**src/rtl/rv_pipe_control_unit.sv**
```systemverilog
// rv_pipe_control_unit: ID decode, ID/EX -> EX/MEM -> MEM/WB control pipe, PCSrc, stall/flush and forwarding.
// Optional feature macro RV_ILLEGAL_INSN_EN adds i_funct7_d and o_illegal_e for illegal-encoding reporting.
module rv_pipe_control_unit #(
  parameter int ALUCTRL_W = 4,
  parameter int REG_AW    = 5
) (
  input  logic                 i_clk,
  input  logic                 i_rst_n,
  input  logic [6:0]           i_op_d,
  input  logic [2:0]           i_funct3_d,
  input  logic                 i_funct7b5_d,
  input  logic [REG_AW-1:0]    i_rs1_d,
  input  logic [REG_AW-1:0]    i_rs2_d,
  input  logic [REG_AW-1:0]    i_rd_d,
  input  logic                 i_branch_cond_e,
`ifdef RV_ILLEGAL_INSN_EN
  input  logic [6:0]           i_funct7_d,
  output logic                 o_illegal_e,
`endif
  output logic [2:0]           o_imm_src_d,
  output logic                 o_stall_f,
  output logic                 o_stall_d,
  output logic                 o_flush_d,
  output logic                 o_flush_e,
  output logic                 o_pc_src_e,
  output logic                 o_jalr_e,
  output logic [1:0]           o_alu_src_a_e,
  output logic                 o_alu_src_b_e,
  output logic [ALUCTRL_W-1:0] o_alu_control_e,
  output logic [2:0]           o_funct3_e,
  output logic [1:0]           o_forward_a_e,
  output logic [1:0]           o_forward_b_e,
  output logic                 o_mem_write_m,
  output logic [2:0]           o_funct3_m,
  output logic                 o_reg_write_w,
  output logic [1:0]           o_result_src_w,
  output logic [REG_AW-1:0]    o_rd_w
);

  localparam logic [6:0] OP_R     = 7'b0110011;
  localparam logic [6:0] OP_I     = 7'b0010011;
  localparam logic [6:0] OP_LOAD  = 7'b0000011;
  localparam logic [6:0] OP_STORE = 7'b0100011;
  localparam logic [6:0] OP_BR    = 7'b1100011;
  localparam logic [6:0] OP_JAL   = 7'b1101111;
  localparam logic [6:0] OP_JALR  = 7'b1100111;
  localparam logic [6:0] OP_LUI   = 7'b0110111;
  localparam logic [6:0] OP_AUIPC = 7'b0010111;

  localparam logic [2:0] IMM_I = 3'b000;
  localparam logic [2:0] IMM_S = 3'b001;
  localparam logic [2:0] IMM_B = 3'b010;
  localparam logic [2:0] IMM_J = 3'b011;
  localparam logic [2:0] IMM_U = 3'b100;

  localparam logic [1:0] RES_MEM    = 2'b01;
  localparam logic [1:0] RES_PC4    = 2'b10;
  localparam logic [1:0] SRC_A_PC   = 2'b01;
  localparam logic [1:0] SRC_A_ZERO = 2'b10;
  localparam logic [1:0] FWD_RF     = 2'b00;
  localparam logic [1:0] FWD_WB     = 2'b01;
  localparam logic [1:0] FWD_MEM    = 2'b10;

  typedef enum logic [3:0] {
    ALU_ADD  = 4'd0,
    ALU_SUB  = 4'd1,
    ALU_SLL  = 4'd2,
    ALU_SLT  = 4'd3,
    ALU_SLTU = 4'd4,
    ALU_XOR  = 4'd5,
    ALU_SRL  = 4'd6,
    ALU_SRA  = 4'd7,
    ALU_OR   = 4'd8,
    ALU_AND  = 4'd9
  } alu_op_e;

  typedef struct packed {
    logic       reg_write;
    logic [1:0] result_src;
    logic       mem_write;
    logic       branch;
    logic       jump;
    logic       jalr;
    logic [3:0] alu_ctrl;
    logic [1:0] alu_src_a;
    logic       alu_src_b;
  } ctrl_t;

  // ---------------- ID decode ----------------
  ctrl_t      w_ctrl_d;
  logic [2:0] w_imm_src_d;
  logic       w_valid_op_d;
  logic       w_bubble_d;
  logic       w_alt_d;
  alu_op_e    w_alu_op_d;

  // funct7b5 means SUB/SRA for R-type, but only SRAI for I-type (ADDI never subtracts).
  assign w_alt_d = i_funct7b5_d & ((i_op_d == OP_R) | (i_funct3_d == 3'b101));

  always_comb begin
    w_alu_op_d = ALU_ADD;
    case (i_funct3_d)
      3'b000:  w_alu_op_d = w_alt_d ? ALU_SUB : ALU_ADD;
      3'b001:  w_alu_op_d = ALU_SLL;
      3'b010:  w_alu_op_d = ALU_SLT;
      3'b011:  w_alu_op_d = ALU_SLTU;
      3'b100:  w_alu_op_d = ALU_XOR;
      3'b101:  w_alu_op_d = w_alt_d ? ALU_SRA : ALU_SRL;
      3'b110:  w_alu_op_d = ALU_OR;
      default: w_alu_op_d = ALU_AND;
    endcase
  end

  always_comb begin
    w_ctrl_d     = '0;
    w_imm_src_d  = IMM_I;
    w_valid_op_d = 1'b1;
    case (i_op_d)
      OP_R: begin
        w_ctrl_d.reg_write = 1'b1;
        w_ctrl_d.alu_ctrl  = w_alu_op_d;
      end
      OP_I: begin
        w_ctrl_d.reg_write = 1'b1;
        w_ctrl_d.alu_ctrl  = w_alu_op_d;
        w_ctrl_d.alu_src_b = 1'b1;
      end
      OP_LOAD: begin
        w_ctrl_d.reg_write  = 1'b1;
        w_ctrl_d.result_src = RES_MEM;
        w_ctrl_d.alu_src_b  = 1'b1;
      end
      OP_STORE: begin
        w_ctrl_d.mem_write = 1'b1;
        w_ctrl_d.alu_src_b = 1'b1;
        w_imm_src_d        = IMM_S;
      end
      OP_BR: begin
        w_ctrl_d.branch   = 1'b1;
        w_ctrl_d.alu_ctrl = ALU_SUB;
        w_imm_src_d       = IMM_B;
      end
      OP_JAL: begin
        w_ctrl_d.reg_write  = 1'b1;
        w_ctrl_d.jump       = 1'b1;
        w_ctrl_d.result_src = RES_PC4;
        w_imm_src_d         = IMM_J;
      end
      OP_JALR: begin
        w_ctrl_d.reg_write  = 1'b1;
        w_ctrl_d.jump       = 1'b1;
        w_ctrl_d.jalr       = 1'b1;
        w_ctrl_d.result_src = RES_PC4;
        w_ctrl_d.alu_src_b  = 1'b1;
      end
      OP_LUI: begin
        w_ctrl_d.reg_write = 1'b1;
        w_ctrl_d.alu_src_a = SRC_A_ZERO;
        w_ctrl_d.alu_src_b = 1'b1;
        w_imm_src_d        = IMM_U;
      end
      OP_AUIPC: begin
        w_ctrl_d.reg_write = 1'b1;
        w_ctrl_d.alu_src_a = SRC_A_PC;
        w_ctrl_d.alu_src_b = 1'b1;
        w_imm_src_d        = IMM_U;
      end
      default: w_valid_op_d = 1'b0;
    endcase
  end

`ifdef RV_ILLEGAL_INSN_EN
  logic w_illegal_d;
  logic r_illegal_e;

  always_comb begin
    w_illegal_d = ~w_valid_op_d;
    if ((i_op_d == OP_R) && (i_funct7_d != 7'h00) && (i_funct7_d != 7'h20))
      w_illegal_d = 1'b1;
    if ((i_op_d == OP_I) && (i_funct3_d == 3'b001) && (i_funct7_d != 7'h00))
      w_illegal_d = 1'b1;
    if ((i_op_d == OP_I) && (i_funct3_d == 3'b101) && (i_funct7_d != 7'h00) && (i_funct7_d != 7'h20))
      w_illegal_d = 1'b1;
  end

  assign w_bubble_d  = w_illegal_d;
  assign o_illegal_e = r_illegal_e;
`else
  assign w_bubble_d = ~w_valid_op_d;
`endif

  // ---------------- ID/EX ----------------
  ctrl_t             r_ctrl_e;
  logic [2:0]        r_funct3_e;
  logic [REG_AW-1:0] r_rs1_e;
  logic [REG_AW-1:0] r_rs2_e;
  logic [REG_AW-1:0] r_rd_e;

  logic w_pc_src_e;
  logic w_load_use;
  logic w_flush_e;
  logic w_stall;

  assign w_pc_src_e = (r_ctrl_e.branch & i_branch_cond_e) | r_ctrl_e.jump;
  assign w_load_use = (r_ctrl_e.result_src == RES_MEM) & r_ctrl_e.reg_write & (r_rd_e != '0) &
                      ((r_rd_e == i_rs1_d) | (r_rd_e == i_rs2_d));
  // A taken redirect makes the ID instruction wrong-path, so it wins over a load-use stall.
  assign w_flush_e  = w_pc_src_e | w_load_use;
  assign w_stall    = w_load_use & ~w_pc_src_e;

  always_ff @(posedge i_clk) begin
    if (!i_rst_n || w_flush_e || w_bubble_d) begin
      r_ctrl_e   <= '0;
      r_funct3_e <= '0;
      r_rs1_e    <= '0;
      r_rs2_e    <= '0;
      r_rd_e     <= '0;
    end else begin
      r_ctrl_e   <= w_ctrl_d;
      r_funct3_e <= i_funct3_d;
      r_rs1_e    <= i_rs1_d;
      r_rs2_e    <= i_rs2_d;
      r_rd_e     <= i_rd_d;
    end
  end

`ifdef RV_ILLEGAL_INSN_EN
  always_ff @(posedge i_clk) begin
    if (!i_rst_n) r_illegal_e <= 1'b0;
    else          r_illegal_e <= w_illegal_d & ~w_flush_e;
  end
`endif

  // ---------------- EX/MEM and MEM/WB ----------------
  logic              r_reg_write_m;
  logic [1:0]        r_result_src_m;
  logic              r_mem_write_m;
  logic [2:0]        r_funct3_m;
  logic [REG_AW-1:0] r_rd_m;
  logic              r_reg_write_w;
  logic [1:0]        r_result_src_w;
  logic [REG_AW-1:0] r_rd_w;

  always_ff @(posedge i_clk) begin
    if (!i_rst_n) begin
      r_reg_write_m  <= 1'b0;
      r_result_src_m <= '0;
      r_mem_write_m  <= 1'b0;
      r_funct3_m     <= '0;
      r_rd_m         <= '0;
      r_reg_write_w  <= 1'b0;
      r_result_src_w <= '0;
      r_rd_w         <= '0;
    end else begin
      r_reg_write_m  <= r_ctrl_e.reg_write;
      r_result_src_m <= r_ctrl_e.result_src;
      r_mem_write_m  <= r_ctrl_e.mem_write;
      r_funct3_m     <= r_funct3_e;
      r_rd_m         <= r_rd_e;
      r_reg_write_w  <= r_reg_write_m;
      r_result_src_w <= r_result_src_m;
      r_rd_w         <= r_rd_m;
    end
  end

  // ---------------- forwarding ----------------
  function automatic logic [1:0] fwd_sel(
    input logic [REG_AW-1:0] rs,
    input logic              rw_m,
    input logic [REG_AW-1:0] rd_m,
    input logic              rw_w,
    input logic [REG_AW-1:0] rd_w
  );
    if (rw_m && (rd_m != '0) && (rd_m == rs))      return FWD_MEM;
    else if (rw_w && (rd_w != '0) && (rd_w == rs)) return FWD_WB;
    else                                           return FWD_RF;
  endfunction

  assign o_forward_a_e = fwd_sel(r_rs1_e, r_reg_write_m, r_rd_m, r_reg_write_w, r_rd_w);
  assign o_forward_b_e = fwd_sel(r_rs2_e, r_reg_write_m, r_rd_m, r_reg_write_w, r_rd_w);

  // ---------------- outputs ----------------
  assign o_imm_src_d     = w_imm_src_d;
  assign o_stall_f       = w_stall;
  assign o_stall_d       = w_stall;
  assign o_flush_d       = w_pc_src_e;
  assign o_flush_e       = w_flush_e;
  assign o_pc_src_e      = w_pc_src_e;
  assign o_jalr_e        = r_ctrl_e.jalr;
  assign o_alu_src_a_e   = r_ctrl_e.alu_src_a;
  assign o_alu_src_b_e   = r_ctrl_e.alu_src_b;
  assign o_alu_control_e = ALUCTRL_W'(r_ctrl_e.alu_ctrl);
  assign o_funct3_e      = r_funct3_e;
  assign o_mem_write_m   = r_mem_write_m;
  assign o_funct3_m      = r_funct3_m;
  assign o_reg_write_w   = r_reg_write_w;
  assign o_result_src_w  = r_result_src_w;
  assign o_rd_w          = r_rd_w;

endmodule
```
**config.mk**
```make
export PLATFORM = sky130hd
export DESIGN_NAME = rv_pipe_control_unit
export DESIGN_NICKNAME = d
export VERILOG_FILES = /design/src/rtl/rv_pipe_control_unit.sv
export SDC_FILE = /design/constraint.sdc
export NUM_CORES = 1
export LEC_CHECK = 0
export ABC_AREA = 0
export CAP_MARGIN = 40
export CORE_ASPECT_RATIO = 1.1
export CORE_MARGIN = 5
export CORE_UTILIZATION = 37
export DETAILED_ROUTE_END_ITERATION = 8
export PLACE_DENSITY = 0.71
export SLEW_MARGIN = 30
export SYNTH_ARGS = -nofsm -noshare
export SYNTH_HDL_FRONTEND = slang
export SYNTH_SLANG_ARGS = --single-unit
```
**constraint.sdc**
```tcl
create_clock -name i_clk -period 2.4 [get_ports i_clk]
set_input_delay 0.6 -clock i_clk [delete_from_list [all_inputs] [get_ports i_clk]]
set_output_delay 0.6 -clock i_clk [all_outputs]
set_load 0.01 [all_outputs]
```
Yosys cells after proc, flatten, opt, wreduce, memory -nomap -nowiden
Index checks and enable logic that the tools add are counted.

operators by class
  equal/unequal tests = 22
  multiplexer cells = 18
  bitwise logic cells = 12
  reductions and logical operators = 19

operators with widths
  operator                                                         count
  5-bit == test                                                    6
  4-bit one-hot mux with 7 select lines                            1
  7-bit by 6-bit == test with 1-bit output, second input constant  3
  7-bit == test, second input constant                             3
  5-bit nonzero test                                               3
  7-bit by 5-bit == test with 1-bit output, second input constant  2
  3-bit one-hot mux with 4 select lines                            1
  1-bit 2-to-1 mux                                                 11
  3-bit == test, second input constant                             3
  9-bit OR reduction                                               1
  2-bit one-hot mux with 2 select lines                            2
  4-bit one-hot mux with 2 select lines                            1
  7-bit by 2-bit == test with 1-bit output, second input constant  1
  7-bit OR reduction                                               1
  1-bit AND                                                        6
  3-bit by 2-bit == test with 1-bit output, second input constant  2
  1-bit logical AND                                                6
  2-bit OR reduction                                               3
  6-bit OR reduction                                               1
  2-bit 2-to-1 mux                                                 2
  1-bit bitwise OR                                                 4
  3-bit by 1-bit == test with 1-bit output, second input constant  1
  3-bit logical NOT                                                1
  2-bit by 1-bit == test with 1-bit output, second input constant  1
  other kinds (3)                                                  5

word-level totals
  bits in registers = 52
  output and inout port bits = 35

Logic depth before layout (Yosys ltp)
  word-level depth = 7
  depth in mapped cells = 6
  gate-level depth less buffers = 5

Worst setup path after synthesis
No wires, ideal clock.

  kind = register to output
  from = reg r_rd_m[1]
  to = out o_forward_a_e[0]
  arrival time = 1.613 ns
  data required time = 1.800 ns
  setup slack = 0.187 ns
  cell stages (with the launch flop) = 5
  buffers on the path = 0
  path through = dfxtp_1 or4_1 o21ai_0 nor4_1 nor4_1

on the way
  longest elaborated chain between the ends = 4

RTL lines
  what                    line  RTL
  from (decl)             239   logic [REG_AW-1:0] r_rd_m;
  from (signal assigned)  259   r_rd_m <= r_rd_e;
  5-bit nonzero test      274   if (rw_m && (rd_m != '0) && (rd_m == rs)) return FWD_MEM;
  1-bit logical AND       274
  1-bit logical AND *     274
  2-bit 2-to-1 mux *      274
  to (decl)               31    output logic [1:0] o_forward_a_e,

Every way passes the cells marked *; elsewhere a longest branch is shown, timed or not.

Worst setup path in the final report
  from = reg r_rd_m[3]
  to = out o_forward_b_e[1]

on the way
  longest elaborated chain between the ends = 4

RTL lines
  what                 line  RTL
  5-bit nonzero test   274
  1-bit logical AND    274
  1-bit logical AND *  274
  2-bit 2-to-1 mux *   274
  to (decl)            32    output logic [1:0] o_forward_b_e,

Marks and branches as above.

==> flow_summary.yaml <==
pwr:
  powerDensity_nw_per_um2: 479
  p_total_mw: 1.47
  power.leakage_nw: 1.38
  peakVddDrop_mv: 0.250
sta:
  fin_crit_sh_pct: 102
  worst_pin_slew_ns: 0.370
  max-slew-margin-rel_pct: 75.3
  drv_slew: 0
  clock_skew_ns: 0.00774
  period_needed_ns: 2.44
  setup_violations: 2
  clock.fmax_ghz: 0.410
  rsz0062_at_grt: "true"
  finalHoldViolations: 0
  worst_slack_ns: -0.0386
logic_synthesis:
  yosys-top-cells-area: "dfxtp_1 49%, and2_1 12%, xnor2_1 6.6%"
  ys_ff_latch: 52
  yosys.cell_types.count: 35
  synth_compound_area_share_pct: 5.42
  synth_adder_area_share_pct: 0
  synthXorXnorAreaFrac_pct: 12.4
  syn-cell-area_um2: 2120
  synth_top_family_by_area: "simple AND/OR/NAND/NOR gates"
  synth_warnings: 0
  synth_top_cell_area_share_pct: 49.0
  synth_mux_area_share_pct: 0.471
  syn_inst: 213
  avgSynthCellArea_um2: 9.97
  synth-simple-area-share_pct: 27.9
  yosys.area.top_type: "dfxtp_1"
  synthesis.nets: 242
  yosysSeqAreaShare_pct: 49.0
global_route:
  grt_use_met1_pct: 15.6
  grt_max_degree: 21
  use_met2_pct: 23.0
  overflow: 0
  antenna_found_initial: 0
  grt_pass1_vias: 1702
  grt_first_pass_wirelength_mm: 7.51
  use_met3_pct: 3.02
  busiest_layer: "met2"
  gr-usage-all-layers_pct: 13.3
placement:
  gp_routability_congestion: 0.826
  place_area_um2: 2960
  placed_cells: 364
  hpwl_mm: 3.62
  port_buffers: 63
critical_path:
  arrival_ns: 1.84
  cp_max_fo: 2
  path_class: "reg -> out"
  critical_path_required_ns: 1.80
  end_kind: "primary output"
  crit_path_start_kind: "register"
clocking:
  clk_latency_ns: 0.30
  root_buffer: "clkbuf_8"
  htree_levels: 2
  cts_tree: "built"
  clk_pin_slew_ns: 0.09
  max-clock-path-buffers: 2
  numClockSinks: 52
  cts_buffers: 5
  cts_hold_buf: 0
detailed_routing:
  wirelength_mm: 4.53
  wl_per_cell_um: 12.1
  num_vias: 1674
  drc: 0
  ant_nets: 0
  initialDrtViolationCount: 32
  drtPass1Iterations: 4
  vias_per_cell: 4.49
layout:
  final_cells: 373
  fin_area_um2: 3080
  fillers: 542
  syn_to_final_growth_pct: 44.8
  final_common_cell: "dfxtp_1"
  antenna_cells: 0
  layout_common_cells: "47 x dfxtp_1, 40 x and2_1, 40 x clkdlybuf4s50_1"
  layout.nets: 324
  drive_gt1_share_pct: 21.3
floorplan:
  dieArea_um2: 7360
  die_x_um: 82.3
  rows: 29
  die_h_um: 89.5
  io_pins: 64
  core_area_um2: 5660
  initial_core_util_pct: 37.5
flow_run:
  maxCapViolCount: 0
outcome:
  status: "complete, but fails checks"
  violations: "setup timing"
hold_path:
  worst_hold_path_type: "reg -> reg"
metrics by stage:
| step | hold WS (ns) | utilization (%) | setup WS (ns) | TNS (ns) |
|---|---|---|---|---|
| final | 0.435 | 54.3 | -0.0386 | -0.0571 |
| after global routing | 0.453 | 54.3 | -0.112 | -0.228 |
| after CTS | 0.438 | 54.3 | -0.0755 | -0.148 |
| after detailed placement | 0.418 | 52.2 | -0.608 | -9.14 |
| after global placement | 0.422 | 52.2 | -0.581 | -8.56 |
| after floorplan | 0.412 | - | 0.187 | 0 |
critical path, cell delays in order, from the launching register on:
cell and delay, ns:
dfxtp_1 0.32, or4_4 0.54, o21ai_4 0.19, nor4_2 0.09, buf_4 0.13, dlygate4sd2_1 0.27
final cells by class:
type	instances	area (um^2)	area share, %
Timing Repair Buffer	90	783	25.5
Clock buffer	5	68.8	2.24
Sequential cell	52	1050	34.1
Clock inverter	3	18.8	0.610
Multi-Input combinational cell	146	1060	34.4
Tap cell	77	96.3	3.13
timing repair:
action / CTS / global route
resized for setup: 63 / 9
setup endpoints to repair: 12 / 8
buffers inserted: 1 / 0
pin swaps: 15 / 6
power breakdown:
group / total, mW / internal [mW] / switching (mW)
Combinational: 0.129 / 0.0754 / 0.0538
Sequential: 0.870 / 0.866 / 0.00453
Clock: 0.472 / 0.203 / 0.269
per-layer routing:
| metal | wire length, um | up-vias |
|---|---|---|
| met1 | 1880 | 763 |
| met3 | 203 | 6 |
| met2 | 2350 | 37 |
| li1 | - | 868 |
| met4 | 94 | 0 |
| met5 | 0 | - |
synth_stat cells:
cell,number
clkbuf_1,4
nand3_1,5
a21oi_2,1
xnor2_1,16
o2111a_1,2
xor2_1,14
and2b_2,1
nor2b_1,2
nand2_1,8
or4b_1,1
o21ai_0,6
buf_6,2
nand3b_1,1
a21oi_1,2
nor3_1,4
and3b_1,1
a32oi_1,1
o22ai_1,1
nor3b_1,2
a31oi_1,1
buf_4,8
and2_1,40
and3_1,8
nand2b_1,4
and4_1,1
or4_1,4
nor4_1,4
and4b_1,3
a211oi_1,2
dfxtp_1,52
or3_1,1
clkbuf_2,1
a21o_1,1
nor2_1,8
mux2i_1,1
final timing paths:
check,to,startpoint,depth (start not counted),slack [ns]
worst min register to register,o_result_src_w[1]$_SDFF_PN0_,r_result_src_m[1]$_SDFF_PN0_,1,0.44
worst max register to register,r_ctrl_e[10]$_SDFF_PP0_,r_ctrl_e[8]$_SDFF_PP0_,6,0.66
worst min-delay path,o_result_src_w[1]$_SDFF_PN0_,r_result_src_m[1]$_SDFF_PN0_,1,0.44
worst max-delay path,o_forward_b_e[1],r_rd_m[3]$_SDFF_PN0_,5,-0.04
flip-flops by register name, summed over array words and instances, names as in the netlist, 3 cells and up:
signal           flops
o_alu_control_e      4
o_funct3_e           3
o_funct3_m           3
o_rd_w               5
r_ctrl_e             6
r_rd_e               5
r_rd_m               5
r_rs1_e              5
r_rs2_e              5
cell families (layout without fill, tap and decap cells):
logic type,after synthesis,after routing
mux,1,1
simple gates,98,98
xor+xnor,30,30
compound gates,17,17
buf+inv,15,98
flops,52,52
Power figures use the tool's default switching activity.
